$ cat src/rtl/shift_iter_unit.sv
// Iterative shift engine: one single-bit shift per clock behind a valid/ready
// request port and a valid/ready result port (SHL, SHR, SSHR, SSHL).
module shift_iter_unit #(
    parameter int IN_W  = 16,
    parameter int OUT_W = 8,
    parameter int SH_W  = 4
) (
    input  logic             clk,
    input  logic             rst,
    input  logic             in_valid,
    output logic             in_ready,
    input  logic [IN_W-1:0]  in_a,
    input  logic [SH_W-1:0]  in_amt,
    input  logic [1:0]       in_op,
    output logic             out_valid,
    input  logic             out_ready,
    output logic [OUT_W-1:0] out_data
);

    localparam int WW = (IN_W > OUT_W) ? IN_W : OUT_W;
    localparam int CW = $clog2(WW + 1);

    localparam logic [1:0] OP_SHL  = 2'b00;
    localparam logic [1:0] OP_SHR  = 2'b01;
    localparam logic [1:0] OP_SSHR = 2'b10;
    localparam logic [1:0] OP_SSHL = 2'b11;

    typedef enum logic [1:0] {
        IDLE  = 2'd0,
        SHIFT = 2'd1,
        DONE  = 2'd2
    } state_t;

    state_t          r_state;
    logic [WW-1:0]   r_work;
    logic [CW-1:0]   r_cnt;
    logic [1:0]      r_op;

    logic [WW-1:0]   w_ext;
    logic [CW-1:0]   w_cnt;
    logic [WW-1:0]   w_step;

    // Signed ops (op[1] set) sign-extend the operand into the working register.
    always_comb begin
        w_ext = WW'(in_a);
        if (in_op[1]) begin
            w_ext = WW'($signed(in_a));
        end
    end

    // Amounts at or beyond the working width saturate to a full shift-out.
    always_comb begin
        w_cnt = CW'(WW);
        if (32'(in_amt) < WW) begin
            w_cnt = CW'(in_amt);
        end
    end

    always_comb begin
        w_step = r_work;
        case (r_op)
            OP_SHL, OP_SSHL: w_step = {r_work[WW-2:0], 1'b0};
            OP_SHR:          w_step = {1'b0, r_work[WW-1:1]};
            OP_SSHR:         w_step = {r_work[WW-1], r_work[WW-1:1]};
            default:         w_step = r_work;
        endcase
    end

    always_ff @(posedge clk or posedge rst) begin
        if (rst) begin
            r_state <= IDLE;
            r_work  <= '0;
            r_cnt   <= '0;
            r_op    <= OP_SHL;
        end else begin
            case (r_state)
                IDLE: begin
                    if (in_valid) begin
                        r_work  <= w_ext;
                        r_cnt   <= w_cnt;
                        r_op    <= in_op;
                        r_state <= SHIFT;
                    end
                end
                SHIFT: begin
                    if (r_cnt != '0) begin
                        r_work <= w_step;
                        r_cnt  <= r_cnt - CW'(1);
                    end else begin
                        r_state <= DONE;
                    end
                end
                DONE: begin
                    if (out_ready) begin
                        r_state <= IDLE;
                    end
                end
                default: r_state <= IDLE;
            endcase
        end
    end

    assign in_ready  = (r_state == IDLE);
    assign out_valid = (r_state == DONE);
    assign out_data  = r_work[OUT_W-1:0];

endmodule

$ cat config.mk
export PLATFORM = sky130hd
export DESIGN_NAME = shift_iter_unit
export DESIGN_NICKNAME = d
export VERILOG_FILES = /design/src/rtl/shift_iter_unit.sv
export SDC_FILE = /design/constraint.sdc
export NUM_CORES = 1
export LEC_CHECK = 0
export CORE_MARGIN = 5
export CORE_UTILIZATION = 56
export CTS_CLUSTER_DIAMETER = 120
export DETAILED_ROUTE_END_ITERATION = 10
export PLACE_DENSITY = 0.86
export SLEW_MARGIN = 20
export SYNTH_ARGS = -nofsm -noshare
export SYNTH_HDL_FRONTEND = slang
export SYNTH_SLANG_ARGS = --single-unit
export TNS_END_PERCENT = 1
$ cat constraint.sdc
create_clock -name clk -period 4.8 [get_ports clk]
set_clock_uncertainty 0.1 [all_clocks]
set_input_delay 1.44 -clock clk [delete_from_list [all_inputs] [get_ports clk]]
set_output_delay 1.44 -clock clk [all_outputs]
set_load 0.05 [all_outputs]
==> flow_summary.toml <==
[yosys]
synth_top_family_by_area = "compound AO/OA/AOI/OAI gates"
synth_compound_area_frac = 0.2629
synth.avg_cell_area_um2 = 10.04
ys_types = 36
synth.most_common_cell = "dfrtp_1"
syn-cell-area_um2 = 1818
synth-xor-area-share = 0
synth_fa_ha_area_frac = 0.02065
synth_seq_cells = 25
synth.mux.area_fraction = 0.02271
synth-edff-count = 0
synth_top_cell_by_area = "dfrtp_1"
yosys-top-cells-area = "dfrtp_1 (34%), and4b_1 (7.7%), nand4b_1 (7.2%)"
ys.flop_type = "dfrtp_1"
ys_seq_area_frac = 0.3441
synth_nets = 210
synth-async-reset-ratio = 1.000
yosys-top-cells-count = "dfrtp_1 (25), a21oi_1 (15), nand4b_1 (15)"
synth.top_cell.area_share = 0.3441
synth_cells = 181
yosys_warnings = 0
yosys.area_share.simple = 0.2285

[die]
io_pins = 36
core_um2 = 3078
num_rows = 20
die_x_um = 66.98
initial_utilization = 0.5907
die_h_um = 66.98
die_area_um2 = 4486

[critical_path]
cp-start-kind = "flop"
r2r_setup_slack_ps = 2330
r2r-start = "r_cnt[0]"
worstSetupPathType = "reg2out"
critPathRequiredTime_ps = 3260
cp_max_fo = 23
cp-startpoint = "r_state[1]"
arrival_ps = 2250
crit_chain = "nor2b_1 > clkdlybuf4s50_1"
worst_setup_path_end_kind = "output port"
cp_slowest_cell = "dfrtp_1"
cpPeakStageDelay_ps = 840

[power_and_ir_drop]
power_mw = 1.647
p_per_area_nw_per_um2 = 787.8
power_leakage_nw = 0.8017
vdd_drop_max_v = 0.0004476

[min_path]
min_from = "r_work[15]"
hp-class = "reg2reg"

[place]
gpl.final_weighted_congestion = 0.7775
placed_cell_area_um2 = 2064
io_buffer_count = 35
place_inst = 233
preCtsSetupSlack_ps = 1247
hpwl_mm = 2.572

[clock_tree]
path_clk_slew_ps = 140
hold_buffers = 0
cts.sinks = 25
clock_tree.root_cell = "clkbuf_4"
htreeDepth = 1
postCtsSetupBuffers = 0
numCtsBuffers = 3
cts_tree = "built"
clock_latency_ps = 340
clock_path_buffers = 2
cts_resized = 0

[grt]
grt_pass1_vias = 1551
grt_usage = 0.2057
top_usage_layer = "met2"
grt_use_met2 = 0.3342
grt-ovfl-total = 0
antenna_found_initial = 0
grt_pass1_wl_mm = 7.072
met3_usage = 0.02530
grt_use_met1 = 0.2742
grt_max_degree = 40

[job]
max-cap-violations = 0

[finish]
nets = 223
design_area_um2 = 2091
final_cells = 237
drive_gt1_frac = 0.1503
final_core_util = 0.6793
area_delta_synth_final_pct = 15.00
diodes = 0

[timing]
worst_slew_pin_slew_ps = 927.1
timing.hold.ws_ps = 412.5
rsz0062_at_grt = "no"
period_share = 0.7894
setup_viol = 0
timing.fmax_ghz = 0.2639
setup_tns_ps = 0
relSlewSlack = 0.3781
hold_viol_final = 0
drv_slew = 0
post-route-min-period_ps = 3789
final.setup.worst_slack_ps = 1011

[drt]
drtIter0Drc = 126
drt-total-wl_mm = 4.186
viasPerCell = 6.308
num_vias = 1495
wire_per_inst_um = 17.66
ant_nets = 0
drc = 0
first_pass_iters = 4

[status]
status = "complete, no violations"
final timing paths:
path,cells past startpoint,end
setup reg to reg,5,r_cnt[2]
min in group asynchronous,2,r_op[1]
hold / removal,1,r_work[15]
setup / recovery,2,out_valid
max in group asynchronous,2,r_cnt[3]
hold reg to reg,1,r_work[15]
cell usage in the layout, fill, tap and decap left out:
cell | synthesis | routed
nor3b_1 | 1 | 1
and4b_1 | 14 | 14
and2_2 | 1 | 1
a31oi_1 | 7 | 7
or4b_4 | 1 | 1
nor2b_2 | 0 | 1
o211ai_1 | 2 | 2
nor2b_1 | 3 | 2
nor3b_4 | 0 | 1
nand2_1 | 4 | 4
a211oi_2 | 9 | 9
nor3_1 | 2 | 2
a41o_1 | 1 | 1
dfrtp_1 | 25 | 25
nand3b_1 | 2 | 2
clkdlybuf4s50_1 | 0 | 35
inv_1 | 10 | 9
a311oi_1 | 1 | 1
nand4b_1 | 15 | 15
clkinv_1 | 0 | 1
or3b_2 | 1 | 1
or2_2 | 1 | 1
buf_4 | 8 | 2
nor2_1 | 3 | 3
clkbuf_4 | 0 | 3
mux2_1 | 1 | 1
clkbuf_1 | 13 | 1
nand2b_1 | 2 | 2
o211a_1 | 1 | 1
a21o_1 | 1 | 1
mux2i_1 | 3 | 3
ha_1 | 3 | 3
a211oi_1 | 9 | 9
o21ai_0 | 3 | 3
a21oi_1 | 15 | 15
nand3_1 | 1 | 1
a31oi_2 | 9 | 9
per-layer routing:
layer	wire (um)	part of all wire	vias up
met5	0	0	-
met4	66	0.016	0
met3	214	0.051	5
met2	2014	0.48	46
met1	1891	0.45	736
li1	-	-	708
area by class of cell:
class                   instances  area, um^2
inverters                      10       37.54
well taps                      44       55.05
fillers                       242       987.2
clock buffers                   4       26.28
flip-flops and latches         25       625.6
multi-input cells             117       980.9
repair buffers                 37       365.4
sequential cells by signal, summed over array words and instances, names as in the netlist:
register / flops
r_cnt: 5
r_op: 2
r_work: 16
r_state: 2
where the power goes:
part	total [mW]	switching [mW]	internal, mW
sequential	0.455	0.132	0.323
combinational	1.09	0.632	0.457
clock	0.103	0.0701	0.0327
cells by family (layout without fill, tap and decap cells):
group | Yosys count | after routing
buf+inv | 39 | 51
fa+ha+maj | 3 | 3
flops | 25 | 25
simple gates | 52 | 52
compound gates | 58 | 58
mux | 4 | 4
critical path, delay by kind of cell, from the launching register on:
family	cells	cell delay, ps
buf+inv	1	830
simple gates	1	250
flops	1	840
(Power assumes the default switching activity.)
